[src/rtl/apb_cmd_queue.sv]
// Command FIFO and one-at-a-time sequencer in front of the APB master; in-order responses.
// Optional WAIT-state abort is enabled by defining APB_CMDQ_TIMEOUT_EN.
module apb_cmd_queue #(
    parameter int unsigned DEPTH       = 4,
    parameter int unsigned TIMEOUT_CYC = 16
) (
    input  logic       PCLK,
    input  logic       RST,
    input  logic       CMD_VALID,
    output logic       CMD_READY,
    input  logic       CMD_WRITE,
    input  logic [8:0] CMD_ADDR,
    input  logic [7:0] CMD_WDATA,
    output logic       TX,
    output logic       APB_SWRITE,
    output logic [8:0] APB_SLV_PADDR,
    output logic [7:0] APB_PWDATA,
    input  logic [7:0] APB_PRDATA,
    input  logic       MST_DONE,
    output logic       RSP_VALID,
    output logic       RSP_WRITE,
    output logic [7:0] RSP_DATA,
    output logic       RSP_ERR,
    output logic       BUSY
);

    localparam int unsigned AW = (DEPTH > 1) ? $clog2(DEPTH) : 1;
    localparam logic [AW:0] FULL_CNT = (AW + 1)'(DEPTH);

    localparam logic [1:0] ST_IDLE  = 2'd0;
    localparam logic [1:0] ST_ISSUE = 2'd1;
    localparam logic [1:0] ST_WAIT  = 2'd2;

    if ((DEPTH < 2) || ((DEPTH & (DEPTH - 1)) != 0) || (TIMEOUT_CYC < 1)) begin : g_param_check
        $error("apb_cmd_queue: DEPTH must be a power of 2 >= 2 and TIMEOUT_CYC >= 1");
    end

    logic [17:0]   r_mem [DEPTH];
    logic [AW-1:0] r_wr_ptr;
    logic [AW-1:0] r_rd_ptr;
    logic [AW:0]   r_count;
    logic [1:0]    r_state;
    logic          r_tx;
    logic          r_swrite;
    logic [8:0]    r_paddr;
    logic [7:0]    r_pwdata;
    logic          r_rsp_valid;
    logic          r_rsp_write;
    logic [7:0]    r_rsp_data;
    logic          r_rsp_err;

    logic w_full;
    logic w_empty;
    logic w_push;
    logic w_pop;
    logic w_tmo;

    assign w_full  = (r_count == FULL_CNT);
    assign w_empty = (r_count == '0);
    // Ready comes from the registered count only, so a pop never frees a slot in the same cycle.
    assign w_push  = CMD_VALID && CMD_READY;
    assign w_pop   = (r_state == ST_IDLE) && !w_empty;

`ifdef APB_CMDQ_TIMEOUT_EN
    localparam int unsigned TW = $clog2(TIMEOUT_CYC + 1);
    logic [TW-1:0] r_tmo_cnt;

    assign w_tmo = (r_state == ST_WAIT) && !MST_DONE && (r_tmo_cnt == TW'(TIMEOUT_CYC - 1));

    always_ff @(posedge PCLK) begin
        if (RST) begin
            r_tmo_cnt <= '0;
        end else if (r_state == ST_ISSUE) begin
            r_tmo_cnt <= '0;
        end else if ((r_state == ST_WAIT) && !MST_DONE) begin
            r_tmo_cnt <= r_tmo_cnt + TW'(1);
        end
    end
`else
    assign w_tmo = 1'b0;
`endif

    always_ff @(posedge PCLK) begin
        if (w_push) begin
            r_mem[r_wr_ptr] <= {CMD_WRITE, CMD_ADDR, CMD_WDATA};
        end
    end

    always_ff @(posedge PCLK) begin
        if (RST) begin
            r_wr_ptr    <= '0;
            r_rd_ptr    <= '0;
            r_count     <= '0;
            r_state     <= ST_IDLE;
            r_tx        <= 1'b0;
            r_swrite    <= 1'b0;
            r_paddr     <= '0;
            r_pwdata    <= '0;
            r_rsp_valid <= 1'b0;
            r_rsp_write <= 1'b0;
            r_rsp_data  <= '0;
            r_rsp_err   <= 1'b0;
        end else begin
            r_tx        <= 1'b0;
            r_rsp_valid <= 1'b0;
            if (w_push) begin
                r_wr_ptr <= r_wr_ptr + AW'(1);
            end
            if (w_pop) begin
                r_rd_ptr <= r_rd_ptr + AW'(1);
            end
            r_count <= r_count + (AW + 1)'(w_push) - (AW + 1)'(w_pop);

            case (r_state)
                ST_IDLE: begin
                    if (!w_empty) begin
                        {r_swrite, r_paddr, r_pwdata} <= r_mem[r_rd_ptr];
                        r_tx    <= 1'b1;
                        r_state <= ST_ISSUE;
                    end
                end
                ST_ISSUE: begin
                    r_state <= ST_WAIT;
                end
                ST_WAIT: begin
                    // A completion in the same cycle as the timeout takes priority.
                    if (MST_DONE || w_tmo) begin
                        r_state     <= ST_IDLE;
                        r_rsp_valid <= 1'b1;
                        r_rsp_write <= r_swrite;
                        r_rsp_err   <= !MST_DONE;
                        if (!MST_DONE) begin
                            r_rsp_data <= 8'hFF;
                        end else if (r_swrite) begin
                            r_rsp_data <= 8'h00;
                        end else begin
                            r_rsp_data <= APB_PRDATA;
                        end
                    end
                end
                default: begin
                    r_state <= ST_IDLE;
                end
            endcase
        end
    end

    assign CMD_READY     = !w_full && !RST;
    assign TX            = r_tx;
    assign APB_SWRITE    = r_swrite;
    assign APB_SLV_PADDR = r_paddr;
    assign APB_PWDATA    = r_pwdata;
    assign RSP_VALID     = r_rsp_valid;
    assign RSP_WRITE     = r_rsp_write;
    assign RSP_DATA      = r_rsp_data;
    assign RSP_ERR       = r_rsp_err;
    assign BUSY          = (r_state != ST_IDLE) || !w_empty;

endmodule
[config.mk]
export PLATFORM = sky130hd
export DESIGN_NAME = apb_cmd_queue
export DESIGN_NICKNAME = d
export VERILOG_FILES = /design/src/rtl/apb_cmd_queue.sv
export SDC_FILE = /design/constraint.sdc
export NUM_CORES = 1
export LEC_CHECK = 0
export BUFFER_PORTS_ARGS = -buffer_cell sky130_fd_sc_hd__buf_2
export CAP_MARGIN = 25
export CORE_MARGIN = 2
export CORE_UTILIZATION = 56
export CTS_CLUSTER_DIAMETER = 80
export CTS_CLUSTER_SIZE = 30
export DETAILED_ROUTE_END_ITERATION = 8
export PLACE_DENSITY = 0.79
export SYNTH_ARGS = -nofsm -noshare
export SYNTH_HDL_FRONTEND = slang
export SYNTH_SLANG_ARGS = --single-unit
[constraint.sdc]
create_clock -name PCLK -period 2.8 [get_ports PCLK]
set_input_delay 0.28 -clock PCLK [delete_from_list [all_inputs] [get_ports PCLK]]
set_output_delay 0.28 -clock PCLK [all_outputs]
set_load 0.01 [all_outputs]
==> results of run 1 <==
-- per-stage QoR --
| step | std cells | instance area (µm²) |
|---|---|---|
| detailed placement | 394 | 4550 |
| CTS | 410 | 4800 |
| floorplan | 237 | 4150 |
| global route | 410 | 4800 |
| finish | 410 | 4800 |
| global placement | 394 | 4550 |
-- synth_stat cells (2+ instances only) --
library cell   n  area [µm²]
nand2_1       11        41.3
inv_1          7        26.3
clkbuf_1       3        11.3
xnor2_1        2        17.5
nor3b_1        2        15.0
a22o_1        10        87.6
ha_1           6        75.1
edfxtp_1      72        2160
a22o_2         8        80.1
dfxtp_1       39         781
nand3b_1      10        75.1
mux4_2        18         405
nor2b_1        2        12.5
mux2i_1        2        20.0
and2_1         4        25.0
buf_4          4        30.0
buf_6          3        33.8
a21oi_1       10        50.1
nor2_1         8        30.0
-- registers in the layout, summed over array words and instances (netlist names) --
signal / cells
APB_PWDATA: 8
APB_SLV_PADDR: 9
APB_SWRITE: 1
RSP_DATA: 8
RSP_ERR: 1
RSP_VALID: 1
RSP_WRITE: 1
TX: 1
r_count: 3
r_mem: 72
r_rd_ptr: 2
r_state: 2
r_wr_ptr: 2
-- metal layers --
layer / vias to the layer above / part of all wire / track usage
li1: 1050 / - / -
met1: 1113 / 0.44 / 0.245
met2: 66 / 0.49 / 0.303
met3: 10 / 0.052 / 0.0528
met4: 0 / 0.015 / 0.0667
met5: - / 0 / 0
-- cell type report --
| type | instances | area, µm² | share of cell area |
|---|---|---|---|
| inverters | 7 | 26.3 | 0.00547 |
| multi-input cells | 107 | 1090 | 0.227 |
| well taps | 99 | 124 | 0.0258 |
| clock buffers | 9 | 124 | 0.0258 |
| clock inverters | 7 | 126 | 0.0263 |
| flip-flops and latches | 111 | 2940 | 0.612 |
| repair buffers | 70 | 373 | 0.0776 |
-- worst max path at each step --
stage / end / slack (ns) / cells past startpoint
after floorplan: r_count[2]$_SDFF_PP0_ / 0.63 / 10
after global placement: r_count[2]$_SDFF_PP0_ / 0.60 / 9
after detailed placement: r_count[2]$_SDFF_PP0_ / 0.53 / 9
after CTS: r_count[2]$_SDFF_PP0_ / 0.49 / 9
after global routing: r_count[2]$_SDFF_PP0_ / 0.34 / 11
final: r_count[2]$_SDFF_PP0_ / 0.51 / 9
-- power by group --
group,switching [mW],internal [mW]
Combinational,0.558,0.555
Sequential,0.175,1.99
Clock,0.541,0.606
Total,1.27,3.15
-- kinds of logic after synthesis --
logic type,count (synthesis)
multiplexers,21
buffers and inverters,19
flip-flops,111
AND/OR/NAND/NOR,45
adder cells (fa/ha/maj),7
AO/OA/AOI/OAI,32
XOR/XNOR,2
-- cell usage in the layout (no fill, tap or decap), types with 2 or more instances in the layout --
master	instances
edfxtp_1	72
buf_2	61
dfxtp_1	39
mux4_2	18
nand2_1	11
nand3b_1	10
a21oi_1	10
a22o_1	10
clkbuf_8	9
buf_4	9
nor2_1	8
a22o_2	8
inv_1	7
ha_1	6
and2_1	4
bufinv_16	3
nor3b_1	2
nor2b_1	2
xnor2_1	2
mux2i_1	2
inv_6	2
==> flow_summary.ini, run 1 <==
[critical_path]
cp.required_ns = 3.06
r2r-start = r_count[1]$_SDFF_PP0_
ff2ff_path_depth = 9
path_buf_inv = 1
crit_type = reg -> reg
crit_start = r_count[1]$_SDFF_PP0_
critPathMaxFanout = 5
arrival_ns = 2.54
crit_path_max_incr_delay_ns = 0.41
cp_slowest_cell = nor3_2
cp-end-kind = flip-flop
worst_r2r_endpoint = r_count[2]$_SDFF_PP0_
reg2reg_slack_ns = 0.51
start_kind = flip-flop
path_delay_family = adder cells
cp_cell_sequence = nor3_2, nor3_1, ha_1, inv_1, ha_1, fa_1, xnor2_1, xnor2_1, nor2_1

[finish]
nets = 343
antenna_cells = 0
utilization = 0.666
area_growth_pct = 15.9
nFillCells = 520
drive_gt1_frac = 0.383

[global_routing]
grt-ovfl-total = 0
grt_start_max_net_pins = 25
antenna_found_initial = 0
track_usage = 0.187
grt_pass1_wl_um = 11500
grt_pass1_vias = 2234

[timing]
fmax_mhz = 437
fin_worst_skew_ns = 0.0151
final_max_slew_viol_count = 0
setup_slack_ns = 0.511
timing.hold.ws_ns = 0.120
slew-limit-headroom = 0.608
rsz0062_at_grt = no
finalCritPeriodShare = 0.817
setup-tns-final_ns = 0
worstMarginPinSlew_ns = 0.587
hold_viol_final = 0
layout_min_cycle_time_ns = 2.29
finalSetupViolations = 0

[pwr]
power.leakage_nw = 1.78
p_total_mw = 4.43
p_per_area_mw_per_mm2 = 922
peakVddDrop_mv = 0.430

[synthesis]
synth_area_mm2 = 0.00415
synth-xor-area-share = 0.00422
synth-main-ff-cell = edfxtp_1
synth_fa_ha_area_frac = 0.0229
synth_cell_types = 35
synth_top_family_by_area = multiplexers
synth_area_per_cell_um2 = 17.5
ys_seq_elements = 111
synth_compound_area_frac = 0.0625
yosys.area_share.simple = 0.0676
syn-num-nets = 274
synth.area.mux_share = 0.105
syn_inst = 237
ys_seq_area_frac = 0.710
synth_edf_count = 72
async_flop_share = 0
yosysWarnings = 0

[cts]
path_clk_slew_ns = 0.11
cts_max_level = 3
postCtsHoldBufs = 0
cts_setup_buffers = 0
numCtsBuffers = 9
cts_root_buf = clkbuf_8
cts.sinks = 111
cts_resized = 0
clock_latency_ns = 0.37
clockBufferDepth = 2
cts_tree = yes

[die]
initial_core_util = 0.575
die-width_um = 90.1
ios = 62
die_area_mm2 = 0.00811
dieHeight_um = 90.1
rows = 31
core_area_mm2 = 0.00721

[route]
first_iter_violations = 110
ant_nets = 0
wl_um = 7210
via_count = 2239
wl_per_cell_um = 17.6
viasPerCell = 5.46
firstDrtPassIters = 4
drcViolationCount = 0

[min_path]
min_path_type = in -> reg
hp-start = CMD_WDATA[1]
holdPathStages = 1
hold_path_end = r_mem[3][1]$_DFFE_PP_

[place]
dp_slack_ns = 0.530
place_congestion = 0.760
io_buffers = 61
dp_hpwl_um = 4430

[run]
maxCapViolations = 0

[status]
status = completed
Power figures use the tool's default switching activity.
==> inputs of run 2 (changes only) <==
--- a/config.mk
+++ b/config.mk
@@ -8,11 +8,11 @@
 export BUFFER_PORTS_ARGS = -buffer_cell sky130_fd_sc_hd__buf_2
 export CAP_MARGIN = 25
 export CORE_MARGIN = 2
-export CORE_UTILIZATION = 56
+export CORE_UTILIZATION = 50
 export CTS_CLUSTER_DIAMETER = 80
 export CTS_CLUSTER_SIZE = 30
 export DETAILED_ROUTE_END_ITERATION = 8
-export PLACE_DENSITY = 0.79
+export PLACE_DENSITY = 0.74
 export SYNTH_ARGS = -nofsm -noshare
 export SYNTH_HDL_FRONTEND = slang
 export SYNTH_SLANG_ARGS = --single-unit
==> constraint.sdc (replaced) <==
create_clock -name PCLK -period 1.9 [get_ports PCLK]
set_input_delay 0.19 -clock PCLK [delete_from_list [all_inputs] [get_ports PCLK]]
set_output_delay 0.19 -clock PCLK [all_outputs]
set_load 0.01 [all_outputs]
==> flow_summary.ini, run 2 (synthesis results as in run 1) <==
[finish]
layout_common_cells = edfxtp_1 (72), buf_2 (61), dfxtp_1 (36), mux4_2 (18), buf_4 (16)
final_cells = 427
finalInstanceArea_mm2 = 0.00490
nets = 354
drive_gt1_frac = 0.422
layout_commonest_cell = edfxtp_1
antenna_cells = 0
area_growth_pct = 18.3
utilization = 0.603
largest_reg_flops = 72
regMostFlops = r_mem

[global_routing]
gr-max-usage-layer = met2
use_met3 = 0.0364
grt_pass1_vias = 2075
antenna_found_initial = 0
track_usage = 0.160
grtUsageMet1 = 0.212
grt_start_max_net_pins = 25
grt_pass1_wl_um = 10400
grt-ovfl-total = 0
use_met2 = 0.252

[cts]
cts.sinks = 111
cts_tree = yes
clock_latency_ns = 0.36
numCtsBuffers = 9
path_clk_slew_ns = 0.11
cts_root_buf = clkbuf_8
clockBufferDepth = 2
cts_max_level = 3

[timing]
finalCritPeriodShare = 1.05
setup-tns-final_ns = -0.106
worstMarginPinSlew_ns = 0.518
setup_slack_ns = -0.0980
slew-limit-headroom = 0.652
layout_min_cycle_time_ns = 2.00
timing.hold.ws_ns = 0.0317
hold_viol_final = 0
fmax_mhz = 501
rsz0062_at_grt = yes
finalSetupViolations = 2
fin_worst_skew_ns = 0.0121
final_max_slew_viol_count = 0

[die]
die_area_mm2 = 0.00904
core_area_mm2 = 0.00813
ios = 62
rows = 33
initial_core_util = 0.510
die-width_um = 95.1
dieHeight_um = 95.1

[min_path]
min_path_type = in -> reg
hold_path_end = r_mem[2][16]$_DFFE_PP_
holdPathStages = 1
hp-start = CMD_ADDR[8]

[place]
placed_cells = 410
io_buffers = 61
dp_hpwl_um = 4460
place_congestion = 0.740
dpl_cell_area_mm2 = 0.00471

[route]
firstDrtPassIters = 4
viasPerCell = 5.23
ant_nets = 0
wl_per_cell_um = 16.2
first_iter_violations = 96
wl_um = 6910
via_count = 2232
drcViolationCount = 0

[critical_path]
worst_r2r_endpoint = r_count[2]$_SDFF_PP0_
critPathMaxFanout = 2
path_buf_inv = 2
cp-end-kind = flip-flop
crit_path_max_incr_delay_ns = 0.35
arrival_ns = 2.25
cp_slowest_cell = fa_2
cp.required_ns = 2.15
ff2ff_path_depth = 10
crit_type = reg -> reg
cp_cell_sequence = nor3b_4, nor3b_4, inv_1, ha_1, inv_1, ha_2, fa_2, xnor2_2, xnor2_1, nor2_1
start_kind = flip-flop
path_delay_family = adder cells
r2r-start = r_count[2]$_SDFF_PP0_
reg2reg_slack_ns = -0.1

[pwr]
peakVddDrop_mv = 0.600
p_per_area_mw_per_mm2 = 1290
power.leakage_nw = 1.82

[status]
violations = setup timing
status = finished with violations

[run]
maxCapViolations = 0
## run 2: changes by cell type in the layout (fill, tap and decap cells not counted), moves of 2 or more
cell       before  now
buf_12          0    3
buf_4           9   16
bufinv_16       3    0
dfxtp_1        39   36
dfxtp_2         0    3
nor3b_4         0    2
## run 2: final cells by class
class                           count  area [µm²]
Clock buffer                       10         128
Fill cell                         605        3230
Tap cell                          105         131
Timing Repair Buffer               81         500
Clock inverter                      6        52.6
Multi-Input combinational cell    107        1120
Sequential cell                   111        2950
Inverter                            7        26.3
## run 2: through the flow
stage                     setup WS [ns]  power, mW
after floorplan                  -0.214       4.47
after global placement           -0.122       5.03
after detailed placement         -0.185       5.12
after CTS                        -0.107       6.40
after global routing             -0.242       6.69
final                           -0.0980       6.32
## run 2: worst max-delay path by stage
stage | from | slack (ns) | to | cells past startpoint
final | r_count[2]$_SDFF_PP0_ | -0.1 | r_count[2]$_SDFF_PP0_ | 10
after global routing | r_count[2]$_SDFF_PP0_ | -0.24 | r_count[2]$_SDFF_PP0_ | 10
after CTS | r_count[2]$_SDFF_PP0_ | -0.11 | r_count[2]$_SDFF_PP0_ | 10
after detailed placement | r_count[0]$_SDFF_PP0_ | -0.18 | r_count[2]$_SDFF_PP0_ | 10
after global placement | r_count[0]$_SDFF_PP0_ | -0.12 | r_count[2]$_SDFF_PP0_ | 10
after floorplan | r_count[2]$_SDFF_PP0_ | -0.21 | r_count[2]$_SDFF_PP0_ | 10
## run 2: per-layer routing
layer  wire length [µm]  vias to the layer above  part of all wire
li1                   -                     1073                 -
met2               3400                       45              0.49
met4                 87                        0             0.013
met3                300                        7             0.043
met5                  0                        -                 0
met1               3120                     1107              0.45
## run 2: worst reg2reg max path, delay by kind of cell, from the launching register on
kind	cells	cell delay, ns
xor gates and xnor gates	2	0.27
adders and majority gates	3	0.78
buffers and inverters	2	0.11
DFF	1	0.34
and+or+nand+nor	3	0.40
## run 2: timing repair
item,4_1_cts,5_1_grt
setup endpoints to repair,2,2
hold buffers,0,0
buffers inserted,1,0
gates resized for setup,1,0
pin swaps,4,0
## run 2: power by group
part           switching (mW)  internal (mW)
Clock                   0.797          0.500
Combinational           0.912          0.985
Sequential              0.190           2.94
Total                    1.90           4.43
==> inputs of run 3 (changes only) <==
==> constraint.sdc (replaced) <==
create_clock -name PCLK -period 1.9 [get_ports PCLK]
set_input_delay 0.285 -clock PCLK [delete_from_list [all_inputs] [get_ports PCLK]]
set_output_delay 0.285 -clock PCLK [all_outputs]
set_load 0.01 [all_outputs]
==> flow_summary.ini, run 3 (synthesis results as in run 1) <==
[critical_path]
path_buf_inv = 2
critPathMaxFanout = 3
start_kind = flip-flop
arrival_ns = 2.27
crit_path_max_incr_delay_ns = 0.37
cp-end-kind = flip-flop
cp_cell_sequence = buf_4, nor3_4, nor3_4, ha_4, inv_2, ha_4, fa_2, xnor2_2, xnor2_1, nor2_1
crit_type = reg -> reg
cp.required_ns = 2.14
cp_slowest_cell = fa_2
path_delay_family = adder cells

[global_routing]
grt_start_max_net_pins = 25
track_usage = 0.166
grt-ovfl-total = 0
antenna_found_initial = 0
grt_pass1_wl_um = 10800
grt_pass1_vias = 2093

[route]
ant_nets = 0
wl_um = 7120
wl_per_cell_um = 16.7
first_iter_violations = 80
viasPerCell = 5.24
firstDrtPassIters = 4
drcViolationCount = 0
via_count = 2239

[die]
die_area_mm2 = 0.00904
core_area_mm2 = 0.00813
ios = 62
die-width_um = 95.1
rows = 33
initial_core_util = 0.510
dieHeight_um = 95.1

[finish]
layout_common_cells = edfxtp_1 (72), buf_2 (61), dfxtp_1 (36), mux4_2 (18), buf_4 (17)
seq_area_mm2 = 0.00295
largest_reg_flops = 72
drive_gt1_frac = 0.432
final_cells = 427
utilization = 0.607
area_growth_pct = 19.0
layout_commonest_cell = edfxtp_1
antenna_cells = 0
nets = 354
nFillCells = 614
multi_input_area_mm2 = 0.00116
regMostFlops = r_mem

[cts]
cts.sinks = 111
path_clk_slew_ns = 0.10
numCtsBuffers = 9
postCtsHoldBufs = 0
clock_latency_ns = 0.36
cts_root_buf = clkbuf_8
cts_max_level = 3
cts_tree = yes
clockBufferDepth = 2

[status]
status = finished with violations
violations = setup timing

[timing]
fin_worst_skew_ns = 0.0115
final_max_slew_viol_count = 0
layout_min_cycle_time_ns = 2.03
slew-limit-headroom = 0.737
fmax_mhz = 492
hold_viol_final = 0
finalSetupViolations = 2
finalCritPeriodShare = 1.07
worstMarginPinSlew_ns = 0.394
timing.hold.ws_ns = 0.137
rsz0062_at_grt = yes
setup_slack_ns = -0.134

[place]
place_congestion = 0.741
io_buffers = 61
placed_cells = 410
dp_hpwl_um = 4370

[pwr]
p_per_area_mw_per_mm2 = 1300
peakVddDrop_mv = 0.527
p_total_mw = 6.42
power.leakage_nw = 1.82

[run]
maxCapViolations = 0

[min_path]
min_path_type = in -> reg
## run 3: per-stage QoR
step / TNS (ns) / area, µm² / setup WS (ns)
finish: -0.146 / 4930 / -0.134
global route: -0.327 / 4930 / -0.248
CTS: -0.150 / 4900 / -0.125
detailed placement: -0.183 / 4710 / -0.164
global placement: -0.125 / 4710 / -0.125
floorplan: -0.295 / 4180 / -0.214
## run 3: layer usage
metal | up-vias | GRT usage | part of all wire
li1 | 1070 | - | -
met1 | 1119 | 0.209 | 0.45
met2 | 40 | 0.279 | 0.50
met3 | 10 | 0.0364 | 0.035
met4 | 0 | 0.0676 | 0.014
met5 | - | 0 | 0
## run 3: final timing paths
| check | startpoint | end | slack (ns) | depth (start not counted) |
|---|---|---|---|---|
| worst max-delay path | r_count[2]$_SDFF_PP0_ | r_count[2]$_SDFF_PP0_ | -0.13 | 10 |
| worst min-delay path | CMD_WDATA[3] | r_mem[0][3]$_DFFE_PP_ | 0.14 | 1 |
| worst max register to register | r_count[2]$_SDFF_PP0_ | r_count[2]$_SDFF_PP0_ | -0.13 | 10 |
| worst min register to register | RSP_DATA[4]$_SDFFE_PP0P_ | RSP_DATA[4]$_SDFFE_PP0P_ | 0.46 | 2 |
## run 3: power by group
part / leakage [nW] / switching (mW) / internal, mW / total [mW]
Sequential: 0.973 / 0.203 / 2.94 / 3.14
Clock: 0.0884 / 0.790 / 0.500 / 1.29
Combinational: 0.757 / 0.965 / 1.02 / 1.98
## run 3: layout make-up
type | count | area share
timing repair buffer | 81 | 0.0999
clock inverter | 6 | 0.0104
sequential | 111 | 0.597
clock buffer | 10 | 0.0259
tap | 105 | 0.0266
inverter | 7 | 0.00532
multi-input combinational | 107 | 0.235
## run 3: what timing repair did
item | CTS | global route
endpoints found under the setup margin | 2 | 2
setup buffers | 1 | 0
pin swaps | 4 | 2
gates resized for setup | 2 | 6
hold endpoints to repair | 0 | 0
